<file path="src/rtl/vga_frame_capture.sv">
// vga_frame_capture: decodes 800x600 VGA back to {I,R,G,B} VRAM writes and checks frame timing (optional CRC: VGA_FRAME_CAPTURE_CRC_EN)
module vga_frame_capture #(
  parameter int H_ACTIVE = 800,
  parameter int V_ACTIVE = 600,
  parameter int H_TOTAL = 1056,
  parameter int H_BP = 88,
  parameter int V_BP = 23,
  parameter int ADDR_WIDTH = 19,
  parameter int DATA_WIDTH = 4
) (
  input  logic clk,
  input  logic w_rst_n,
  input  logic i_hsync,
  input  logic i_vsync,
  input  logic [11:0] i_rgb,
  output logic o_write,
  output logic [ADDR_WIDTH-1:0] o_addr,
  output logic [DATA_WIDTH-1:0] o_data,
  output logic o_frame_done,
  output logic o_locked,
  output logic o_err
`ifdef VGA_FRAME_CAPTURE_CRC_EN
  ,
  output logic [15:0] o_crc
`endif
);
  localparam int XW = $clog2(H_ACTIVE + 1);
  localparam int YW = $clog2(V_ACTIVE + 1);
  localparam int CW = $clog2(H_BP + 1);
  localparam int VW = $clog2(V_BP + 1);
  localparam int LW = $clog2(H_TOTAL + 2);
  typedef enum logic [2:0] {IDLE, VBP, HBP, ACTIVE, LWAIT, DONE} state_t;
  state_t st;
  logic hs_r, vs_r, hs_p, vs_p, lv;
  logic [11:0] rgb_r;
  logic [XW-1:0] x;
  logic [YW-1:0] y;
  logic [CW-1:0] cnt;
  logic [VW-1:0] vcnt;
  logic [LW-1:0] lc;
  logic [ADDR_WIDTH-1:0] a;
  logic [3:0] dec;
  logic hs_rise, vs_rise, vs_fall, in_frame, err, unused;
  assign hs_rise = hs_r & ~hs_p;
  assign vs_rise = vs_r & ~vs_p;
  assign vs_fall = ~vs_r & vs_p;
  assign in_frame = st inside {VBP, HBP, ACTIVE, LWAIT};
  assign err = (st != IDLE && hs_rise && lv && lc != LW'(H_TOTAL)) || (vs_fall && in_frame);
  assign dec = {rgb_r[10], rgb_r[11], rgb_r[7], rgb_r[3]};
  assign unused = ^{rgb_r[9:8], rgb_r[6:4], rgb_r[2:0]};
`ifdef VGA_FRAME_CAPTURE_CRC_EN
  logic [15:0] crc;
  function automatic logic [15:0] crc_nib(input logic [15:0] c, input logic [3:0] d);
    logic [15:0] r;
    r = c;
    for (int i = 3; i >= 0; i--) r = {r[14:0], 1'b0} ^ ((r[15] ^ d[i]) ? 16'h1021 : 16'h0000);
    return r;
  endfunction
`endif
  // input registers; syncs reset to their idle (high) level so release never fakes a rising edge
  always_ff @(posedge clk or negedge w_rst_n) begin
    if (!w_rst_n) begin
      hs_r <= 1'b1;
      vs_r <= 1'b1;
      hs_p <= 1'b1;
      vs_p <= 1'b1;
      rgb_r <= '0;
    end else begin
      hs_r <= i_hsync;
      vs_r <= i_vsync;
      hs_p <= hs_r;
      vs_p <= vs_r;
      rgb_r <= i_rgb;
    end
  end
  // clocks since the last hsync rise; lv marks that a previous rise exists to measure from
  always_ff @(posedge clk or negedge w_rst_n) begin
    if (!w_rst_n) begin
      lc <= '0;
      lv <= 1'b0;
    end else if (st == IDLE) begin
      lc <= '0;
      lv <= 1'b0;
    end else if (hs_rise) begin
      lc <= LW'(1);
      lv <= 1'b1;
    end else if (lc != '1) begin
      lc <= lc + 1'b1;
    end
  end
  // capture state machine with registered write port and status outputs
  always_ff @(posedge clk or negedge w_rst_n) begin
    if (!w_rst_n) begin
      st <= IDLE;
      o_write <= 1'b0;
      o_addr <= '0;
      o_data <= '0;
      o_frame_done <= 1'b0;
      o_locked <= 1'b0;
      o_err <= 1'b0;
      x <= '0;
      y <= '0;
      cnt <= '0;
      vcnt <= '0;
      a <= '0;
`ifdef VGA_FRAME_CAPTURE_CRC_EN
      crc <= '0;
      o_crc <= '0;
`endif
    end else begin
      o_write <= 1'b0;
      o_frame_done <= 1'b0;
      o_err <= 1'b0;
      if (err) begin
        o_err <= 1'b1;
        o_locked <= 1'b0;
        st <= IDLE;
      end else begin
        case (st)
          IDLE: if (vs_rise) begin
            st <= VBP;
            vcnt <= '0;
            x <= '0;
            y <= '0;
            a <= '0;
`ifdef VGA_FRAME_CAPTURE_CRC_EN
            crc <= 16'hFFFF;
`endif
          end
          VBP: if (hs_rise) begin
            if (vcnt == VW'(V_BP - 1)) begin
              st <= HBP;
              cnt <= CW'(1);
            end else vcnt <= vcnt + 1'b1;
          end
          HBP: if (cnt == CW'(H_BP - 1)) begin
            st <= ACTIVE;
            x <= '0;
          end else cnt <= cnt + 1'b1;
          ACTIVE: begin
            o_write <= 1'b1;
            o_addr <= a;
            o_data <= dec;
            a <= a + 1'b1;
`ifdef VGA_FRAME_CAPTURE_CRC_EN
            crc <= crc_nib(crc, dec);
`endif
            x <= (x == XW'(H_ACTIVE - 1)) ? '0 : x + 1'b1;
            if (x == XW'(H_ACTIVE - 1)) begin
              if (y == YW'(V_ACTIVE - 1)) st <= DONE;
              else begin
                y <= y + 1'b1;
                st <= LWAIT;
              end
            end
          end
          LWAIT: if (hs_rise) begin
            st <= HBP;
            cnt <= CW'(1);
          end
          DONE: begin
            o_frame_done <= 1'b1;
            o_locked <= 1'b1;
`ifdef VGA_FRAME_CAPTURE_CRC_EN
            o_crc <= crc;
`endif
            st <= IDLE;
          end
          default: st <= IDLE;
        endcase
      end
    end
  end
endmodule

</file>
<file path="config.mk">
export PLATFORM = sky130hd
export DESIGN_NAME = vga_frame_capture
export DESIGN_NICKNAME = d
export VERILOG_FILES = /design/src/rtl/vga_frame_capture.sv
export SDC_FILE = /design/constraint.sdc
export NUM_CORES = 1
export LEC_CHECK = 0
export CAP_MARGIN = 0
export CELL_PAD_IN_SITES_DETAIL_PLACEMENT = 1
export CELL_PAD_IN_SITES_GLOBAL_PLACEMENT = 1
export CORE_MARGIN = 2
export CORE_UTILIZATION = 49
export DETAILED_ROUTE_END_ITERATION = 16
export GPL_ROUTABILITY_DRIVEN = 0
export PLACE_DENSITY_LB_ADDON = 0.1
export RECOVER_POWER = 50
export SLEW_MARGIN = 30
export SYNTH_ARGS = -nofsm -noshare
export SYNTH_HDL_FRONTEND = slang
export SYNTH_SLANG_ARGS = --single-unit
</file>
<file path="constraint.sdc">
create_clock -name clk -period 6.1 [get_ports clk]
set_input_delay 0.915 -clock clk [delete_from_list [all_inputs] [get_ports clk]]
set_output_delay 0.915 -clock clk [all_outputs]
set_load 0.01 [all_outputs]
</file>
==> flow_summary.ini, run 1 <==
[outcome]
status = finished with violations
violations = max-capacitance violations, max-slew violations

[floorplanning]
io_pins = 43
start_util = 0.508
die_h_um = 105
die_area_um2 = 11100
chipWidth_um = 105
num_rows = 36
core_area_um2 = 9860

[clocking]
ctsHoldBuffers = 0
cts-resized-gates = 0
htree_levels = 3
cts_root_buf = clkbuf_8
clkSlewWorstSetupHoldPaths_ps = 90
cts_sinks = 101
cts_buffer_depth = 2
cts_tree = yes
cts_made_buffers = 9
cts_setup_buffers = 0
clock_latency_ps = 380

[timing]
fmax_mhz = 284
min_period_ps = 3520
worst_slew_pin_slew_ps = 1930
rsz0062_at_grt = no
finalClockSkew_ps = 17.4
fin_tns_setup_ps = 0
setup_viol = 0
final_max_slew_viol_count = 104
slew_headroom = -0.288
hold_viol_final = 0
setup_ws_ps = 2580
fin_crit_sh = 0.577

[logic_synthesis]
syn_nets = 505
synth.area.top_cells = dfrtp_1 (48%), mux2_2 (5.2%), o31ai_1 (4.8%)
synth_area_per_cell_um2 = 10.4
synth_seq_cells = 101
netlist.area_leader.share = 0.484
synthFlopType = dfrtp_1
synth-edff-count = 0
ys_warn_count = 0
synth_area_um2 = 5020
synthMostInstantiatedCell = dfrtp_1
yosysSeqAreaShare = 0.505
synthTopCellsByCount = dfrtp_1 (97), nand2_1 (32), o31ai_1 (32)
synth_cell_types = 64
yosys.area.top_type = dfrtp_1
synthArstFlopShare = 1.00
netlist_instances = 481

[global_routing]
antenna_found_initial = 0
grt_max_degree = 69
overflow = 0
track_usage = 0.228
grt_pass1_wl_um = 20400
grt_pass1_vias = 4143

[critical_path]
crit_buf_inv = 2
crit-reg2reg-launch = lc[0]
slowest_stage = clkbuf_2
cp.required_ps = 6290
r2r_cells = 8
worstSetupPathType = in2async
cp-end-kind = asynchronous set/reset pin
r2r-end = o_addr[12]
critPathLaunchType = input pin
arrival_ps = 3710
critPathMaxStageDelay_ps = 1420
critical_path.max_fanout = 68
rrSetupSlack_ps = 3400
path_delay_family = buffers and inverters
worstPathCellList = clkbuf_1, clkbuf_2

[layout]
n_fill_cell = 1071
drive_gt1_frac = 0.109
area_delta_synth_final_pct = 12.7
final-seq-area_um2 = 2530
multi_input_area_um2 = 2340
nNetsFinal = 533
num_antenna_cells = 0
final_cell_area_um2 = 5660

[placement]
pre_cts_ws_ps = 3400
placed_cell_area_um2 = 5440
hpwl_um = 8100
port_buffers = 34

[detailed_routing]
drt_wl_total_um = 11800
maxUsedRoutingLayer = met4
dr.pass1.iters = 4
wl_met3_um = 299
post-route-drc-count = 0
drt_iter0_markers = 160
vias = 3945
met2WireLength_um = 5970
via_per_inst = 6.10
m1WireLength_um = 5420
ant_nets = 0
wire_per_inst_um = 18.2

[pwr]
p_per_area_nw_per_um2 = 246
p_total_mw = 1.39
peakVddDrop_mv = 0.204
power_leakage_nw = 2.42

[hold_path]
hold_path.class = reg2reg
whs_path_depth = 0
min_from = hs_r
min_to = hs_p

[job]
cap_viol_max_count = 2
==> placed cells by master (no fill, tap or decap), drive strengths merged, types with 8 or more instances in the layout <==
master / synthesis / final
a31oi: 10 / 10
clkdlybuf4s50: 0 / 27
inv: 9 / 11
clkbuf: 10 / 11
and3: 17 / 17
mux2: 23 / 23
o21ai: 25 / 25
or4: 20 / 20
nand3: 26 / 26
nor2: 31 / 31
a21oi: 26 / 26
dfrtp: 97 / 97
nand2: 33 / 33
o31ai: 32 / 32
nand4: 12 / 12
ha: 8 / 8
==> kinds of logic (layout without fill, tap and decap cells) <==
logic type / after synthesis / count (layout) / share of synthesized area
AND/OR/NAND/NOR: 182 / 182 / 0.204
AO/OA/AOI/OAI: 125 / 125 / 0.172
flip-flops: 101 / 101 / 0.505
buffers and inverters: 31 / 64 / 0.0287
multiplexers: 24 / 24 / 0.0536
XOR/XNOR: 10 / 10 / 0.0175
adder cells (fa/ha/maj): 8 / 8 / 0.0200
==> area by class of cell <==
| class | instances | area share |
|---|---|---|
| repair buffers | 37 | 0.0626 |
| clock inverters | 7 | 0.0170 |
| multi-input cells | 349 | 0.414 |
| well taps | 133 | 0.0294 |
| flip-flops and latches | 101 | 0.448 |
| inverters | 11 | 0.00752 |
| clock buffers | 9 | 0.0219 |
==> power breakdown <==
part / leakage, nW / switching, mW / internal [mW]
clock: 0.114 / 0.242 / 0.233
sequential: 1.38 / 0.0356 / 0.692
combinational: 0.926 / 0.129 / 0.0608
total: 2.42 / 0.406 / 0.986
==> sequential cells by signal, indices dropped and copies added (netlist names), 3 cells and up <==
signal  count
a          19
cnt         7
lc         11
o_addr     19
o_data      4
rgb_r       4
st          3
vcnt        5
x          10
y          10
==> per-stage QoR <==
step | utilization | hold slack, ps | cells
floorplan | - | 358 | 481
global route | 0.573 | 412 | 647
finish | 0.573 | 392 | 647
global placement | 0.552 | 366 | 631
detailed placement | 0.552 | 370 | 631
CTS | 0.574 | 384 | 647
==> worst max-delay path by stage <==
stage | slack [ps] | end | from | depth (start not counted)
floorplan | 3930 | o_addr[10] | lc[0] | 9
global placement | 3440 | o_addr[8] | lc[0] | 8
detailed placement | 3400 | o_data[1] | lc[0] | 8
CTS | 3330 | o_addr[12] | lc[0] | 8
global route | 1910 | o_data[0] | w_rst_n | 2
finish | 2580 | vcnt[0] | w_rst_n | 2
==> per-layer routing <==
layer,vias up,global-route usage
met5,-,0
met4,0,0.0448
met3,6,0.0518
met2,34,0.400
met1,2036,0.288
li1,1869,-
Note: power is estimated with default switching activity, not from simulation.
==> run 2, diff against run 1 <==
- CORE_UTILIZATION: 49 -> 46
- clock period: 6.1 -> 3.5 ns (I/O delays scaled with it)
==> run 2 against run 1 <==
- the run still ends with max-capacitance violations, max-slew violations left
- worst setup slack lost 1900 ps
- largest power group unchanged
- non-clock buffer count grew 6
- die area grew 6.3%
- register-to-register slack lost 2800 ps
- sequential power grew 72%
- critical path depth grew 6
- first-iteration DRC count shrank 0.63%
==> flow_summary.ini, run 2 (same netlist as run 1, synthesis figures left out) <==
[floorplanning]
io_pins = 43
start_util = 0.467
chipWidth_um = 108
core_area_um2 = 10700
num_rows = 38
die_h_um = 108
die_area_um2 = 11800

[detailed_routing]
post-route-drc-count = 0
dr.pass1.iters = 4
drt_iter0_markers = 159
drt_wl_total_um = 11800
ant_nets = 0
wire_per_inst_um = 17.9
via_per_inst = 6.02
vias = 3971

[timing]
finalClockSkew_ps = 12.5
fmax_mhz = 350
hold_viol_final = 0
slew_headroom = -0.205
rsz0062_at_grt = no
fin_tns_setup_ps = 0
final_max_slew_viol_count = 35
fin_crit_sh = 0.817
worst_slew_pin_slew_ps = 1810
setup_viol = 0
min_period_ps = 2860

[clocking]
cts_buffer_depth = 2
cts_root_buf = clkbuf_8
htree_levels = 3
cts_made_buffers = 9
cts-resized-gates = 0
cts_tree = yes
clock_latency_ps = 370
cts_sinks = 101
clkSlewWorstSetupHoldPaths_ps = 100
cts_setup_buffers = 0
ctsHoldBuffers = 0

[critical_path]
path_delay_family = simple AND/OR/NAND/NOR gates
crit-reg2reg-launch = lc[0]
critPathLaunchType = flip-flop
slowest_stage = or4_1
worstSetupPathType = reg2reg
cp-end-kind = flip-flop
rrSetupSlack_ps = 640
crit_buf_inv = 2
r2r-end = a[5]
cp.required_ps = 3800
worstPathCellList = inv_1, ha_1, nor4b_1, and4b_1, o21ai_2, buf_4, or4_1, a21oi_1
critPathMaxStageDelay_ps = 500
critical_path.max_fanout = 24
arrival_ps = 3160
r2r_cells = 8

[pwr]
p_per_area_nw_per_um2 = 415
switching_share = 0.291
power_leakage_nw = 2.43
combPwrFrac = 0.153
intPower_mw = 1.67
seq_power_share = 0.529
p_sw_uw = 685
power_frac_clock = 0.318
peakVddDrop_mv = 0.287
p_total_mw = 2.35

[outcome]
violations = max-capacitance violations, max-slew violations
status = finished with violations

[hold_path]
min_from = hs_r
hold_path.class = reg2reg
min_to = hs_p
whs_path_depth = 0

[placement]
port_buffers = 34
hpwl_um = 8260

[layout]
num_antenna_cells = 0
drive_gt1_frac = 0.113
nNetsFinal = 539
final_cell_mix = dfrtp_1 (97), nand2_1 (32), o31ai_1 (32), nor2_1 (31), clkdlybuf4s50_1 (27)
area_delta_synth_final_pct = 13.1
largestRegisters = a x19, o_addr x19, lc x11
final_common_cell = dfrtp_1

[global_routing]
grt_pass1_vias = 4185
grt_max_degree = 36
overflow = 0
grt_pass1_wl_um = 20400
track_usage = 0.220
antenna_found_initial = 0

[job]
cap_viol_max_count = 1
[run 2: cell types whose count changed in the layout (fill, tap and decap cells not counted), sizes merged]
cell,change
clkbuf,+5
buf,+4
inv,-2
bufinv,-1
clkinv,-1
clkinvlp,+1
[run 2: metrics by stage]
step / hold slack [ps] / instances / cell area (µm²) / util / worst slack [ps]
after detailed placement: 366 / 644 / 5500 / 0.511 / 648
after global placement: 366 / 644 / 5500 / 0.511 / 743
after CTS: 82.7 / 660 / 5690 / 0.529 / 607
after floorplan: 229 / 481 / 5020 / - / 1330
final: 387 / 660 / 5680 / 0.528 / 641
after global routing: 400 / 660 / 5680 / 0.528 / 319
[run 2: layout make-up]
type	count	area (µm²)
Fill cell	1236	5070
Sequential cell	101	2530
Multi-Input combinational cell	349	2340
Timing Repair Buffer	43	393
Tap cell	140	175
Clock buffer	12	145
Clock inverter	4	47.5
Inverter	11	42.5
[run 2: worst max path at each step]
stage               start         end  cells past startpoint
global placement    lc[0]        a[7]                      8
floorplan           lc[0]  o_addr[10]                      9
finish              lc[0]        a[5]                      8
detailed placement  lc[0]        a[7]                      8
global route        lc[0]        a[5]                      8
CTS                 lc[0]        a[5]                      8
[run 2: layer usage]
layer / vias up / share of wire / track usage
met1: 2043 / 0.47 / 0.284
met5: - / 0 / 0
met2: 41 / 0.50 / 0.377
li1: 1879 / - / -
met3: 8 / 0.022 / 0.0434
met4: 0 / 0.010 / 0.0595
[run 2: power by group through the flow]
stage          sequential, mW  combinational (mW)  clock [mW]
6_report                 1.25               0.359       0.749
5_1_grt                  1.25               0.413       0.826
4_1_cts                  1.25               0.369       0.777
3_5_place_dp             1.27               0.366           0
3_3_place_gp             1.27               0.354           0
2_1_floorplan            1.26               0.246           0
==> run 3, diff against run 2 <==
- CORE_UTILIZATION: 46 -> 41
- clock period: 3.5 -> 2.4 ns (I/O delays scaled with it)
==> run 3 against run 2 <==
- the run now ends clean
- final cell count rose by 3.9%
- clock power rose by 100%
- largest power group unchanged
- routed wire length rose by 0.22%
- utilization down 2.6 points
- combinational power rose by 68%
- sequential cell count unchanged
- fmax grew 26%
- critical path type unchanged
- non-clock buffer count is 19 higher
- via count up 1.1%
- critical endpoint is now a[10]
- register-to-register slack worse by 520 ps
- worst setup slack got worse by 520 ps
- first-iteration DRC count up 25%
==> flow_summary.ini, run 3 (same netlist as run 1, synthesis figures left out) <==
[clocking]
clkSlewWorstSetupHoldPaths_ps = 70
ctsHoldBuffers = 0
cts_buffer_depth = 2
cts_made_buffers = 9
cts_root_buf = clkbuf_16
cts_sinks = 101
htree_levels = 3
cts_tree = yes
clock_latency_ps = 360

[detailed_routing]
drt_wl_total_um = 11800
drt_iter0_markers = 199
vias = 4016
wire_per_inst_um = 17.3
via_per_inst = 5.85
dr.pass1.iters = 4
ant_nets = 0
post-route-drc-count = 0

[timing]
fin_crit_sh = 0.948
setup_ws_ps = 124
setup_viol = 0
min_period_ps = 2280
slew_headroom = 0.300
fmax_mhz = 439
hold_viol_final = 0
fin_tns_setup_ps = 0
worst_slew_pin_slew_ps = 1050
finalClockSkew_ps = 4.84
final_max_slew_viol_count = 0

[pwr]
intPower_mw = 2.83
combPwrFrac = 0.154
seq_power_share = 0.461
switching_share = 0.280
p_total_mw = 3.93
p_sw_mw = 1.10
peakVddDrop_mv = 0.640
power_leakage_nw = 2.59
power_frac_clock = 0.385
p_per_area_nw_per_um2 = 654

[placement]
hpwl_um = 8260
placed_cell_area_um2 = 5660
port_buffers = 34
dp.cells = 667
pre_cts_ws_ps = 27.6

[global_routing]
grt_pass1_wl_um = 20900
grt_max_degree = 42
grt_pass1_vias = 4274
overflow = 0
track_usage = 0.201
antenna_found_initial = 0

[floorplanning]
start_util = 0.419
chipWidth_um = 115
core_area_um2 = 12000
die_area_um2 = 13100
num_rows = 40
die_h_um = 115
io_pins = 43

[outcome]
status = finished, final reports clean

[layout]
largestRegisters = a x19, o_addr x19, lc x11
drive_gt1_frac = 0.158
final_cells = 686
final_cell_mix = dfrtp_1 (97), nand2_1 (32), o31ai_1 (32), nor2_1 (31)
nNetsFinal = 558
final_cell_area_um2 = 6000
final_common_cell = dfrtp_1
num_antenna_cells = 0
area_delta_synth_final_pct = 19.7

[critical_path]
arrival_ps = 2570
critPathLaunchType = flip-flop
slowest_stage = or4_1
worstSetupPathType = reg2reg
r2r_cells = 7
critical_path.max_fanout = 8
cp-end-kind = flip-flop
crit_top_cell = buf_4
worstPathCellList = nor4bb_1, buf_4, and4b_1, buf_4, o211ai_1, or4_1, nand2_1
cp.required_ps = 2700
critPathMaxStageDelay_ps = 490

[job]
cap_viol_max_count = 0

[hold_path]
hold_path.class = in2async
[run 3: cell count changes in the layout (fill, tap and decap cells not counted), sizes merged]
cell           previous run  this run
buf                       6        25
clkbuf                   16        14
dlygate4sd3               6         7
inv                       9        11
clkdlybuf4s50            27        26
clkinvlp                  1         2
clkinv                    4         3
[run 3: cell type report]
| class | count | area (µm²) |
|---|---|---|
| Clock buffer | 10 | 239 |
| Tap cell | 147 | 184 |
| Timing Repair Buffer | 62 | 561 |
| Fill cell | 1332 | 5960 |
| Multi-Input combinational cell | 349 | 2370 |
| Inverter | 11 | 46.3 |
| Sequential cell | 101 | 2530 |
| Clock inverter | 6 | 68.8 |
[run 3: power by group through the flow]
stage | sequential (mW) | clock, mW | combinational [mW]
finish | 1.81 | 1.51 | 0.604
global route | 1.82 | 1.63 | 0.686
CTS | 1.81 | 1.56 | 0.618
detailed placement | 1.84 | 0 | 0.612
global placement | 1.84 | 0 | 0.594
floorplan | 1.84 | 0 | 0.358
[run 3: critical path: cells and delay by family, from the launching register on]
family / cells / cell delay, ps
buffers and inverters: 2 / 340
and+or+nand+nor: 4 / 1210
AOI/OAI and AO/OA: 1 / 250
DFF: 1 / 420
[run 3: final timing paths]
kind                               from     to  slack (ps)
worst max-delay path              lc[6]  a[10]         120
worst min-delay path            w_rst_n   y[5]         180
worst max register to register    lc[6]  a[10]         120
worst min register to register     hs_r   hs_p         380
max in group asynchronous       w_rst_n  lc[3]         770
min in group clk                   hs_r   hs_p         380
[run 3: per-stage QoR]
step,utilization,hold WS [ps]
5_1_grt,0.502,253
3_5_place_dp,0.473,365
6_report,0.502,180
2_1_floorplan,-,64.4
4_1_cts,0.499,9.64
3_3_place_gp,0.473,367
[run 3: layer usage]
metal  global-route usage  up-vias  wire (µm)  part of all wire
met2                0.329       40       5890              0.50
met3               0.0588       12        350             0.030
li1                     -     1925          -                 -
met5                    0        -          0                 0
met1                0.258     2039       5450              0.46
met4               0.0569        0        159             0.013
[run 3: repair_timing]
| action | 4_1_cts | 5_1_grt |
|---|---|---|
| buffers inserted | 0 | 3 |
| resized for setup | 0 | 6 |
| setup endpoints to repair | 0 | 23 |
